<file path="src/rtl/axi_vid_pkg.sv">
// ------------------------------------------------------------------
// axi_vid_pkg : AXI4 constants shared by the video DDR read path
// Rev 1.0
// ------------------------------------------------------------------
`default_nettype none

package axi_vid_pkg;

  localparam logic [1:0] BURST_INCR = 2'b01;
  localparam logic [1:0] RESP_OKAY  = 2'b00;

  // AxSIZE encoding is log2 of the bytes per beat.
  function automatic logic [2:0] arsize_f(input int unsigned data_width);
    int unsigned bytes;
    logic [2:0]  sz;
    bytes = data_width / 8;
    sz    = 3'd0;
    for (int i = 0; i < 8; i++) begin
      if ((32'd1 << i) == bytes) sz = 3'(i);
    end
    return sz;
  endfunction

endpackage

`default_nettype wire

</file>
<file path="src/rtl/frame_addr_gen.sv">
// ------------------------------------------------------------------
// frame_addr_gen : frame byte address and remaining-beat tracker
// Rev 1.0
// ------------------------------------------------------------------
`default_nettype none

module frame_addr_gen
  import axi_vid_pkg::*;
#(
  parameter int unsigned               ADDR_WIDTH  = 28,
  parameter int unsigned               DATA_WIDTH  = 256,
  parameter logic [ADDR_WIDTH-1:0]     BASE_ADDR   = '0,
  parameter int unsigned               FRAME_BEATS = 259200,
  parameter int unsigned               BEATS_W     = 18
) (
  input  logic                  clk,
  input  logic                  rst,
  input  logic                  load_i,
  input  logic                  adv_i,
  input  logic [8:0]            len_i,
  output logic [ADDR_WIDTH-1:0] addr_o,
  output logic [BEATS_W-1:0]    beats_left_o,
  output logic                  last_o
);

  localparam int unsigned SHIFT = int'(arsize_f(DATA_WIDTH));

  logic [ADDR_WIDTH-1:0] addr_q, addr_d;
  logic [BEATS_W-1:0]    left_q, left_d;

  always_ff @(posedge clk) begin
    if (rst) begin
      addr_q <= BASE_ADDR;
      left_q <= '0;
    end else begin
      addr_q <= addr_d;
      left_q <= left_d;
    end
  end

  // Load wins over advance so a restart discards the finishing burst.
  always_comb begin
    addr_d = addr_q;
    left_d = left_q;
    if (load_i) begin
      addr_d = BASE_ADDR;
      left_d = BEATS_W'(FRAME_BEATS);
    end else if (adv_i) begin
      addr_d = addr_q + (ADDR_WIDTH'(len_i) << SHIFT);
      if (32'(left_q) > 32'(len_i)) left_d = left_q - BEATS_W'(len_i);
      else                          left_d = '0;
    end
  end

  assign addr_o       = addr_q;
  assign beats_left_o = left_q;
  assign last_o       = (32'(left_q) <= 32'(len_i));

endmodule

`default_nettype wire

</file>
<file path="src/rtl/axi_rd_burst_master.sv">
// ------------------------------------------------------------------
// axi_rd_burst_master : AXI4 INCR-burst frame reader into output FIFO
// Rev 1.0
// ------------------------------------------------------------------
`default_nettype none

module axi_rd_burst_master
  import axi_vid_pkg::*;
#(
  parameter int unsigned           ADDR_WIDTH  = 28,
  parameter int unsigned           DATA_WIDTH  = 256,
  parameter int unsigned           ID_WIDTH    = 4,
  parameter int unsigned           ARID_VAL    = 0,
  parameter int unsigned           BURST_LEN   = 16,
  parameter int unsigned           FIFO_DEPTH  = 512,
  parameter int unsigned           LVL_WIDTH   = 10,
  parameter logic [ADDR_WIDTH-1:0] BASE_ADDR   = '0,
  parameter int unsigned           FRAME_BEATS = 259200
) (
  input  logic                  clk,
  input  logic                  rst,
  input  logic                  frame_start,
  output logic                  fifo_wr_en,
  output logic [DATA_WIDTH-1:0] fifo_wr_data,
  input  logic                  fifo_wr_full,
  input  logic [LVL_WIDTH-1:0]  fifo_water_level,
  output logic [ADDR_WIDTH-1:0] m_araddr,
  output logic [7:0]            m_arlen,
  output logic [2:0]            m_arsize,
  output logic [1:0]            m_arburst,
  output logic [ID_WIDTH-1:0]   m_arid,
  output logic                  m_arvalid,
  input  logic                  m_arready,
  input  logic [DATA_WIDTH-1:0] m_rdata,
  input  logic [1:0]            m_rresp,
  input  logic                  m_rlast,
  input  logic                  m_rvalid,
  output logic                  m_rready,
  output logic                  frame_done,
  output logic                  rd_err
);

  localparam int unsigned BEATS_W = $clog2(FRAME_BEATS + 1);
  localparam int unsigned LVL_MAX = FIFO_DEPTH - BURST_LEN;

  localparam logic [1:0] S_IDLE  = 2'd0;
  localparam logic [1:0] S_WAIT  = 2'd1;
  localparam logic [1:0] S_ADDR  = 2'd2;
  localparam logic [1:0] S_DATA  = 2'd3;

  logic [1:0]            state_q, state_d;
  logic                  arvalid_q, arvalid_d;
  logic [ADDR_WIDTH-1:0] araddr_q, araddr_d;
  logic [7:0]            arlen_q, arlen_d;
  logic [8:0]            cnt_q, cnt_d;
  logic                  err_q, err_d;
  logic                  done_q, done_d;
  logic                  pend_q, pend_d;

  logic                  w_load, w_adv, w_last, w_rready, w_beat, w_restart, w_level_ok;
  logic [8:0]            w_cur_len, w_next_len;
  logic [ADDR_WIDTH-1:0] w_addr;
  logic [BEATS_W-1:0]    w_left;

  frame_addr_gen #(
    .ADDR_WIDTH  (ADDR_WIDTH),
    .DATA_WIDTH  (DATA_WIDTH),
    .BASE_ADDR   (BASE_ADDR),
    .FRAME_BEATS (FRAME_BEATS),
    .BEATS_W     (BEATS_W)
  ) u_gen (
    .clk          (clk),
    .rst          (rst),
    .load_i       (w_load),
    .adv_i        (w_adv),
    .len_i        (w_cur_len),
    .addr_o       (w_addr),
    .beats_left_o (w_left),
    .last_o       (w_last)
  );

  assign w_cur_len  = {1'b0, arlen_q} + 9'd1;
  assign w_next_len = (32'(w_left) < BURST_LEN) ? 9'(w_left) : 9'(BURST_LEN);
  assign w_level_ok = (32'(fifo_water_level) <= LVL_MAX);
  assign w_restart  = pend_q | frame_start;
  assign w_beat     = m_rvalid & w_rready;

  always_ff @(posedge clk) begin
    if (rst) begin
      state_q   <= S_IDLE;
      arvalid_q <= 1'b0;
      araddr_q  <= BASE_ADDR;
      arlen_q   <= 8'd0;
      cnt_q     <= 9'd0;
      err_q     <= 1'b0;
      done_q    <= 1'b0;
      pend_q    <= 1'b0;
    end else begin
      state_q   <= state_d;
      arvalid_q <= arvalid_d;
      araddr_q  <= araddr_d;
      arlen_q   <= arlen_d;
      cnt_q     <= cnt_d;
      err_q     <= err_d;
      done_q    <= done_d;
      pend_q    <= pend_d;
    end
  end

  always_comb begin
    state_d   = state_q;
    arvalid_d = arvalid_q;
    araddr_d  = araddr_q;
    arlen_d   = arlen_q;
    cnt_d     = cnt_q;
    err_d     = err_q;
    done_d    = 1'b0;
    pend_d    = pend_q;
    w_load    = 1'b0;
    w_adv     = 1'b0;
    if (frame_start) err_d = 1'b0;
    case (state_q)
      S_IDLE: begin
        if (frame_start) begin
          w_load  = 1'b1;
          state_d = S_WAIT;
        end
      end
      S_WAIT: begin
        if (w_restart) begin
          w_load = 1'b1;
          pend_d = 1'b0;
        end else if (w_level_ok) begin
          arvalid_d = 1'b1;
          araddr_d  = w_addr;
          arlen_d   = 8'(w_next_len - 9'd1);
          state_d   = S_ADDR;
        end
      end
      S_ADDR: begin
        if (frame_start) pend_d = 1'b1;
        if (m_arready) begin
          arvalid_d = 1'b0;
          cnt_d     = 9'd0;
          state_d   = S_DATA;
        end
      end
      default: begin
        if (frame_start) pend_d = 1'b1;
        if (w_beat) begin
          cnt_d = cnt_q + 9'd1;
          if (m_rresp != RESP_OKAY) err_d = 1'b1;
          // RLAST must coincide exactly with the arlen-th beat.
          if (m_rlast != (cnt_q == {1'b0, arlen_q})) err_d = 1'b1;
          if (m_rlast) begin
            if (w_restart) begin
              w_load  = 1'b1;
              pend_d  = 1'b0;
              state_d = S_WAIT;
            end else if (w_last) begin
              w_adv   = 1'b1;
              done_d  = 1'b1;
              state_d = S_IDLE;
            end else begin
              w_adv   = 1'b1;
              state_d = S_WAIT;
            end
          end
        end
      end
    endcase
  end

  always_comb begin
    w_rready     = (state_q == S_DATA) & ~fifo_wr_full;
    m_rready     = w_rready;
    fifo_wr_en   = m_rvalid & w_rready;
    fifo_wr_data = m_rdata;
    m_arvalid    = arvalid_q;
    m_araddr     = araddr_q;
    m_arlen      = arlen_q;
    m_arsize     = arsize_f(DATA_WIDTH);
    m_arburst    = BURST_INCR;
    m_arid       = ID_WIDTH'(ARID_VAL);
    frame_done   = done_q;
    rd_err       = err_q;
  end

endmodule

`default_nettype wire

</file>
<file path="config.mk">
export PLATFORM = sky130hd
export DESIGN_NAME = axi_rd_burst_master
export DESIGN_NICKNAME = d
export VERILOG_FILES = /design/src/rtl/axi_vid_pkg.sv /design/src/rtl/frame_addr_gen.sv /design/src/rtl/axi_rd_burst_master.sv
export SDC_FILE = /design/constraint.sdc
export NUM_CORES = 1
export LEC_CHECK = 0
export BUFFER_PORTS_ARGS = -buffer_cell sky130_fd_sc_hd__buf_2
export CORE_AREA = 5 5 225 227
export CTS_BUF_LIST = sky130_fd_sc_hd__clkbuf_8
export DETAILED_ROUTE_END_ITERATION = 6
export DIE_AREA = 0 0 230 232
export SETUP_SLACK_MARGIN = 0.3
export SYNTH_ARGS = -nofsm -noshare
export SYNTH_HDL_FRONTEND = slang
export SYNTH_HIERARCHICAL = 1
export SYNTH_SLANG_ARGS = --single-unit
export TNS_END_PERCENT = 20
</file>
<file path="constraint.sdc">
create_clock -name clk -period 3.22 [get_ports clk]
set_input_delay 0.322 -clock clk [delete_from_list [all_inputs] [get_ports clk]]
set_output_delay 0.322 -clock clk [all_outputs]
set_load 0.03 [all_outputs]
</file>
# == Word level (Yosys, flattened, before mapping) ==
# Index checks and enable logic that the tools add are counted.
# classes
multipliers,0
n_div,0
add_sub_neg,5
mux,41
n_bitwise,9
n_reduce_logical,16
order_cmp,4
eq_ne,10
shift,0
# op_table
op,n
$mux 18,3
$add 28x14->28,1
$mux 1,24
$gt 18x9->1,1
$le 18x9->1,1
$lt 18x5->1 const B,1
$mux 9,2
$pmux 9 s2,1
$sub 18x9->18,1
$mux 2,6
$le 10x9->1 const B,1
$ne 2x2->1 const B,5
$add 8x1->9 const B,1
$add 9x1->9 const B,1
$eq 9x8->1,1
$mux 8,1
$reduce_bool 2->1,4
$reduce_bool 4->1,2
$sub 8x1->8 const B,1
$reduce_or 7->1,1
$not 1->1,6
$pmux 1 s3,2
$pmux 2 s3,1
$reduce_and 3->1,2
other kinds (12),15
# totals
word_cells,96
ff_bits,97
in_bits,275
latch_bits,0
mem_count,0
out_inout_bits,306
romBits,0
mem_bits_rw,0

# == Depth between registers and ports, before layout ==
# Gate-level depths: netlist of run 1.
# logic_depth
depth_word,7
mapped_depth,15
depth_no_buf,13

# == Hierarchy ==
# The synthesis of run 1 kept the hierarchy.
# modules_own_cells
module,area_each_um2,instances,cells_each,seq_area_each_um2
axi_rd_burst_master,4513.1,1,574,1021.0
frame_addr_gen,2735.1,1,335,820.8

# == Worst setup path after synthesis of run 1 ==
# No wires, ideal clock.
# synth_timing
path_type,flip-flop to flip-flop
startpoint,"reg arlen_q[2], in the netlist m_arlen[2]"
endpoint,"reg u_gen.left_q[15], in the netlist u_gen/beats_left_o[15]"
setup_ps,74
n_path_buf,2
period_less_slack_ps,3331
setup_slack_ps,-111
path_stages_with_launch,16
t_arrival_ps,3257
required_ps,3146
cell_sequence,dfxtp_1 clkbuf_1 and4_1 nand2_1 nor2_1 xor2_1 inv_1 ha_1 buf_2 nand2_1 nor3_1 a2111oi_1 o31ai_4 inv_2 or4_1 a31oi_1
# synth_via
elab_chain_len,5
word_cells_on_any_way,6
classes_between,add/sub: 2; order compare: 1; mux: 3
# synth_lines
item,line_no,text
start: declaration,axi_rd_burst_master.sv:54,"logic [7:0] arlen_q, arlen_d;"
start signal: assignment,axi_rd_burst_master.sv:102,arlen_q <= arlen_d;
$add 8x1->9 *,axi_rd_burst_master.sv:82,"assign w_cur_len = {1'b0, arlen_q} + 9'd1;"
via w_cur_len[7],axi_rd_burst_master.sv:61,"logic [8:0] w_cur_len, w_next_len;"
$sub 18x9->18 / $gt 18x9->1 (equally long branches),frame_addr_gen.sv:50,if (32'(left_q) > 32'(len_i)) left_d = left_q - BEATS_W'(len_i);
$mux 18 *,frame_addr_gen.sv:50,
$mux 18 *,frame_addr_gen.sv:48,end else if (adv_i) begin
$mux 18 *,frame_addr_gen.sv:45,if (load_i) begin
end signal: assignment,frame_addr_gen.sv:37,left_q <= left_d;
end: declaration,frame_addr_gen.sv:29,"logic [BEATS_W-1:0] left_q, left_d;"
# The timed path passes the listed nets; every way through them passes the cells marked *. The select of a mux whose other input is x is not followed.
# A chain may end at the register's enable or synchronous reset.

# == Worst setup path after layout of run 1 ==
# layout_timing
startpoint,"reg arlen_q[2], in the netlist m_arlen[2]"
endpoint,"reg u_gen.left_q[11], in the netlist u_gen/beats_left_o[11]"
# layout_via
elab_chain_len,3
word_cells_on_any_way,4
classes_between,add/sub: 2; order compare: 1; mux: 1
# layout_lines
item,line_no
$add 8x1->9 *,axi_rd_burst_master.sv:82
via w_cur_len[7],axi_rd_burst_master.sv:61
$sub 18x9->18 / $gt 18x9->1 (equally long branches),frame_addr_gen.sv:50
$mux 18 *,frame_addr_gen.sv:50
# The timed path passes the listed nets; every way through them passes the cells marked *.

==> impl_metrics.ini, run 1 <==
[worst_setup_path]
cp_data_arrival_time_ns = 3.20
r2r-end = u_gen/beats_left_o[11]
cp_num_buf_inv = 2
critical_path.top_delay_family = simple AND/OR/NAND/NOR gates
r2r_cells = 12
worstPathRequired_ns = 3.56
cp_common_cell = or4_1
r2r_slack_ns = 0.36
slowest_stage = or4_1
cpPeakStageDelay_ns = 0.47
r2r-start = m_arlen[2]
path_class = flop to flop
path_cells = and4_4, nand2_2, nor2_4, xor2_2, inv_2, ha_4, buf_4, nor2b_1, or4_1, o21a_1, or4_1, nand3_1
crit_path_end_kind = flop
crit_fanout = 7
setup.worst_path.start_class = flop

[place]
gp_congestion = 0.8383
io_buffers = 59
place_hpwl_um = 17300

[worst_hold_path]
hp-class = primary input to flop
min_to = u_gen/beats_left_o[13]
hold_depth = 4
hold_start = rst

[cells_and_area]
diodes = 0
synthToLayoutAreaGrowth_pct = -6.680
fillers = 5539
mostFrequentLayoutCell = nand2_1
fin_nets = 1017
layout-drive-gt1-share_pct = 21.03
final_core_util_pct = 13.96
final_cell_mix = 93 x nand2_1, 85 x dfxtp_1, 65 x a21oi_1

[sta]
fmax_mhz = 349.8
drv_slew = 0
worstMarginPinSlew_ns = 0.7983
finalHoldViolCount = 0
period_needed_ns = 2.859
finalCritPeriodShare_pct = 88.78
clock_skew_ns = 0.01784
finalSetupViolations = 0
rsz0062_at_grt = yes
finalSetupTns_ns = 0
max-slew-margin-rel_pct = 46.32

[synth]
async_flop_share_pct = 0
synthDistinctLibCells = 70
ys_warn_count = 6
syn-mean-instance-area_um2 = 7.974
synthFlopType = dfxtp_1
netlist_area_mm2 = 0.007248
synth_edf_count = 0
ys_seq_area_share_pct = 25.41
synth_cells = 909
synth_seq_cells = 92

[run_status]
outcome = finished, final reports clean

[global_routing]
grt_overflow = 0
grt_start_max_net_pins = 60
use_met1_pct = 7.358
grt_pass1_vias = 5073
grt_busiest_layer = met2
gr-usage-all-layers_pct = 7.684
grt_pass1_wl_um = 31830
met2_usage_pct = 12.52
met3_usage_pct = 3.962
antenna_found_initial = 0

[clock_network]
cts_hold_buf = 0
cts_tree = done
clk_latency_ns = 0.39
clock_path_buffers = 2
cts_made_buffers = 9
clkTransAtPathRegs_ns = 0.11
clock-sinks = 92
htreeDepth = 3
cts_root_buffer = clkbuf_8

[detailed_routing]
via_per_inst = 3.973
firstDrtPassIters = 4
ant_nets = 0
dr.first_iter.drc_count = 245
wl_per_cell_um = 16.40
wirelength_um = 21980
drc_errors = 0
vias = 5324

[floorplanning]
initial_utilization_pct = 14.96
die_x_um = 230
die_area_mm2 = 0.05336
dieHeight_um = 232
ios = 581
row_count = 81
core_area_mm2 = 0.04844

[pwr]
powerDensity_mw_per_mm2 = 443.7
leakage_nw = 2.395
ir_worst_vdd_v = 0.0001757

[flow_run]
maxCapViolCount = 0
[stage by stage]
stage | power, mW | setup slack [ns] | area (µm²) | cells | hold slack (ns)
4_1_cts | 3.003 | 0.2963 | 6603 | 1332 | 0.2748
2_1_floorplan | 2.541 | 0.2897 | 7331 | 920 | 0.4401
6_report | 3.001 | 0.3612 | 6764 | 1340 | 0.3126
3_3_place_gp | 2.200 | 0.2257 | 6356 | 1314 | 0.4444
5_1_grt | 3.186 | 0.1941 | 6764 | 1340 | 0.3238
3_5_place_dp | 2.214 | 0.1877 | 6356 | 1314 | 0.4447
[registers in the layout (all words and copies together), names as in the netlist]
register,flops
u_gen/beats_left_o,18
m_arvalid,1
m_araddr,28
rd_err,1
state_q,2
pend_q,1
frame_done,1
cnt_q,9
m_arlen,8
u_gen/addr_o,23
[routing by layer]
layer  vias up  routed length [µm]  share of wire [%]
met5         -                   0                  0
met2       301               10120                 46
met3       114                2706                 12
met4         0                1613                7.3
li1       2440                   -                  -
met1      2469                7532                 34
[layout make-up]
cell class	instances	area [µm²]	area share [%]
sequential	92	1858	27.47
timing repair buffer	88	516.7	7.640
clock inverter	6	47.55	0.7029
multi-input combinational	498	3346	49.46
tap	622	778.2	11.51
clock buffer	9	123.9	1.831
inverter	25	93.84	1.387
[tightest hold or removal path: stages]
cell	delay, ns
buf_2	0.09
inv_1	0.07
o211ai_1	0.08
o211ai_1	0.09
[synthesized netlist by cell type (6+ instances only)]
master | number | share of area (%)
or4_1 | 11 | 1.1
mux2i_1 | 9 | 1.2
nor4_1 | 7 | 0.60
buf_4 | 272 | 28
nor3_1 | 11 | 0.76
o21a_1 | 7 | 0.73
a31oi_1 | 6 | 0.52
nand2b_1 | 8 | 0.69
o211ai_1 | 13 | 1.3
nand3_1 | 13 | 0.90
xor2_1 | 18 | 2.2
nor2_1 | 46 | 2.4
dfxtp_1 | 92 | 25
inv_1 | 24 | 1.2
o31ai_1 | 6 | 0.62
clkbuf_1 | 19 | 0.98
a311oi_1 | 9 | 1.1
buf_2 | 12 | 0.83
o21ai_0 | 10 | 0.69
or3_1 | 9 | 0.78
ha_1 | 26 | 4.5
xnor2_1 | 13 | 1.6
nor2b_1 | 7 | 0.60
nand4_1 | 12 | 1.0
nand2_1 | 95 | 4.9
a21oi_1 | 67 | 4.6
a21o_1 | 6 | 0.62
[cell families after synthesis]
logic type      after synthesis  share of synthesized area (%)
flops                        92                          25.41
mux                           9                          1.243
fa+ha+maj                    28                          5.041
compound gates              162                          14.86
simple gates                254                          18.16
other cells                   3                         0.1553
xor+xnor                     31                          3.746
buf+inv                     330                          31.38
[how the worst max path moves through the flow]
| stage | from | endpoint | slack [ns] | cells after the start |
|---|---|---|---|---|
| after global routing | m_arlen[1] | u_gen/addr_o[26] | 0.19 | 10 |
| after CTS | state_q[0] | u_gen/addr_o[26] | 0.30 | 11 |
| final | m_arlen[2] | u_gen/beats_left_o[11] | 0.36 | 12 |
| after floorplan | m_arlen[2] | u_gen/beats_left_o[11] | 0.29 | 13 |
| after global placement | m_arlen[4] | u_gen/beats_left_o[15] | 0.23 | 13 |
| after detailed placement | m_arlen[4] | u_gen/beats_left_o[16] | 0.19 | 13 |
[where the power goes]
group | internal, mW | leakage [nW] | switching [mW]
combinational | 0.380 | 1.56 | 0.581
sequential | 1.20 | 0.748 | 0.0923
clock | 0.285 | 0.0865 | 0.460
[timing repair]
item / CTS / global route
pin swaps: 0 / 13
setup endpoints to repair: 10 / 18
endpoints found under the hold margin: 0 / 0
resized for setup: 10 / 22
buffers inserted: 3 / 8
Note: power is estimated with default switching activity, not from simulation.
==> run 2, diff against run 1 <==
--- a/config.mk
+++ b/config.mk
@@ -10,6 +10,7 @@
 export CTS_BUF_LIST = sky130_fd_sc_hd__clkbuf_8
 export DETAILED_ROUTE_END_ITERATION = 6
 export DIE_AREA = 0 0 230 232
+export GPL_TIMING_DRIVEN = 0
 export SETUP_SLACK_MARGIN = 0.3
 export SYNTH_ARGS = -nofsm -noshare
 export SYNTH_HDL_FRONTEND = slang
==> run 2 against run 1 <==
  * Via count grew 37%
  * Clock skew shrank 0.0052 ns
  * Cell count grew 41%
  * First-iteration DRC count grew 69%
  * Clock-buffer cell count is the same
  * Utilization grew 7.1 points
  * Worst setup slack lost 0.22 ns
  * Critical path type unchanged
  * Largest power group is now combinational cells
==> impl_metrics.ini, run 2 (synthesized netlist as in run 1, its figures left out) <==
[clock_network]
clock-sinks = 92
clkTransAtPathRegs_ns = 0.10
cts_made_buffers = 9
clock_path_buffers = 2
htreeDepth = 3
cts_root_buffer = clkbuf_8
clk_latency_ns = 0.37
cts_tree = done

[worst_setup_path]
r2r_cells = 12
worstPathRequired_ns = 3.54
path_cells = buf_8, and4_1, nand2_1, buf_4, nor2_1, inv_1, ha_1, clkbuf_1, or4_1, o21a_1, or4_1, nand3_1
cp_data_arrival_time_ns = 3.41
setup.worst_path.start_class = flop
crit_path_end_kind = flop
cp_common_cell = or4_1
cp_num_buf_inv = 4
r2r-start = m_arlen[2]
cpPeakStageDelay_ns = 0.61
r2r-end = u_gen/beats_left_o[11]
crit_fanout = 9
r2r_slack_ns = 0.14
path_class = flop to flop
slowest_stage = or4_1
critical_path.top_delay_family = simple AND/OR/NAND/NOR gates

[sta]
fmax_mhz = 324.3
drv_slew = 0
worstMarginPinSlew_ns = 0.7447
period_needed_ns = 3.084
finalHoldViolCount = 0
max-slew-margin-rel_pct = 49.91
finalSetupTns_ns = 0
worst_slack_ns = 0.1362
finalSetupViolations = 0
finalCritPeriodShare_pct = 95.77
clock_skew_ns = 0.01268
rsz0062_at_grt = yes

[floorplanning]
core_area_mm2 = 0.04844
die_x_um = 230
row_count = 81
die_area_mm2 = 0.05336
initial_utilization_pct = 14.96
dieHeight_um = 232
ios = 581

[global_routing]
gr-usage-all-layers_pct = 9.090
grt_overflow = 0
grt_pass1_vias = 6963
grt_pass1_wl_um = 39270
antenna_found_initial = 3
grt_start_max_net_pins = 16

[run_status]
outcome = finished, final reports clean

[place]
io_buffers = 315
place_hpwl_um = 23400
gp_congestion = 0.8571
post-place-ws_ns = -0.2549

[pwr]
p_comb_share_pct = 46.3
swShare_pct = 41.32
ir_worst_vdd_v = 0.0002294
p_int_mw = 2.282
pwr-share-clk_pct = 20.4
p_seq_share_pct = 33.3
powerDensity_mw_per_mm2 = 380.7
p_sw_mw = 1.606
leakage_nw = 4.790

[flow_run]
maxCapViolCount = 0

[cells_and_area]
synthToLayoutAreaGrowth_pct = 40.89
layout-drive-gt1-share_pct = 53.79
fin_nets = 1567
final_cell_mix = 325 x buf_2, 286 x buf_4, 94 x nand2_1
mostFrequentLayoutCell = buf_2
largest_reg_flops = 28

[detailed_routing]
drc_errors = 0
firstDrtPassIters = 4
wirelength_um = 27820
ant_nets = 0
dr.first_iter.drc_count = 413
vias = 7303
via_per_inst = 3.860
wl_per_cell_um = 14.70

[worst_hold_path]
hold_start = m_rlast
hp-class = primary input to flop
min_to = frame_done
hold_depth = 3
-- run 2: worst reg2reg max path, cell delays in order (launching register included) --
cell      delay (ns)
dfxtp_4         0.36
buf_8           0.10
and4_1          0.18
nand2_1         0.07
buf_4           0.15
nor2_1          0.22
inv_1           0.08
ha_1            0.19
clkbuf_1        0.25
or4_1           0.62
o21a_1          0.26
or4_1           0.48
nand3_1         0.09
-- run 2: repair_timing --
| item | in CTS | in global routing |
|---|---|---|
| resized for setup | 16 | 30 |
| pin swaps | 9 | 16 |
| cloned | 0 | 1 |
| hold buffers | 0 | 0 |
| endpoints found under the setup margin | 40 | 41 |
| buffers inserted | 11 | 6 |
-- run 2: worst max-delay path by stage --
stage               depth (start not counted)  startpoint                      to
floorplan                                  13  m_arlen[2]  u_gen/beats_left_o[11]
global placement                           11  state_q[0]         u_gen/addr_o[8]
detailed placement                         11  state_q[0]         u_gen/addr_o[5]
CTS                                        17  m_arlen[2]              state_q[0]
global route                               12  m_arlen[2]  u_gen/beats_left_o[11]
finish                                     12  m_arlen[2]  u_gen/beats_left_o[11]
-- run 2: layout make-up --
type                       count  area (µm²)
clock inverter                 6       67.56
inverter                      25       100.1
timing repair buffer         333        1749
fill                        5374       38230
tap                          622       778.2
buffer                       305        2221
multi-input combinational    498        3306
sequential                    92        1862
antenna                        2       5.005
clock buffer                   9       123.9
-- run 2: power groups by stage --
stage          registers [mW]  logic [mW]  clock network, mW
6_report                 1.29        1.80              0.794
5_1_grt                  1.30        1.91              0.874
2_1_floorplan            1.32        1.22                  0
3_5_place_dp             1.32        1.66                  0
4_1_cts                  1.29        1.73              0.828
3_3_place_gp             1.31        1.65                  0
-- run 2: stage by stage --
stage | hold slack [ns] | instances | total power, mW | area, µm² | utilization, %
global placement | 0.4489 | 1857 | 2.959 | 9686 | 19.99
floorplan | 0.4401 | 920 | 2.541 | 7331 | -
finish | 0.3313 | 1892 | 3.888 | 10210 | 21.08
CTS | 0.3061 | 1883 | 3.845 | 10030 | 20.71
global route | 0.3167 | 1892 | 4.094 | 10210 | 21.08
detailed placement | 0.4487 | 1857 | 2.980 | 9686 | 19.99
-- run 2: layer usage --
layer,global-route usage (%),wire [µm],part of all wire (%),up-vias
met5,0,0,0,-
met3,1.687,1887,6.8,21
met2,17.57,15370,55,324
li1,-,-,-,3550
met4,2.335,307,1.1,0
met1,10.21,10250,37,3408
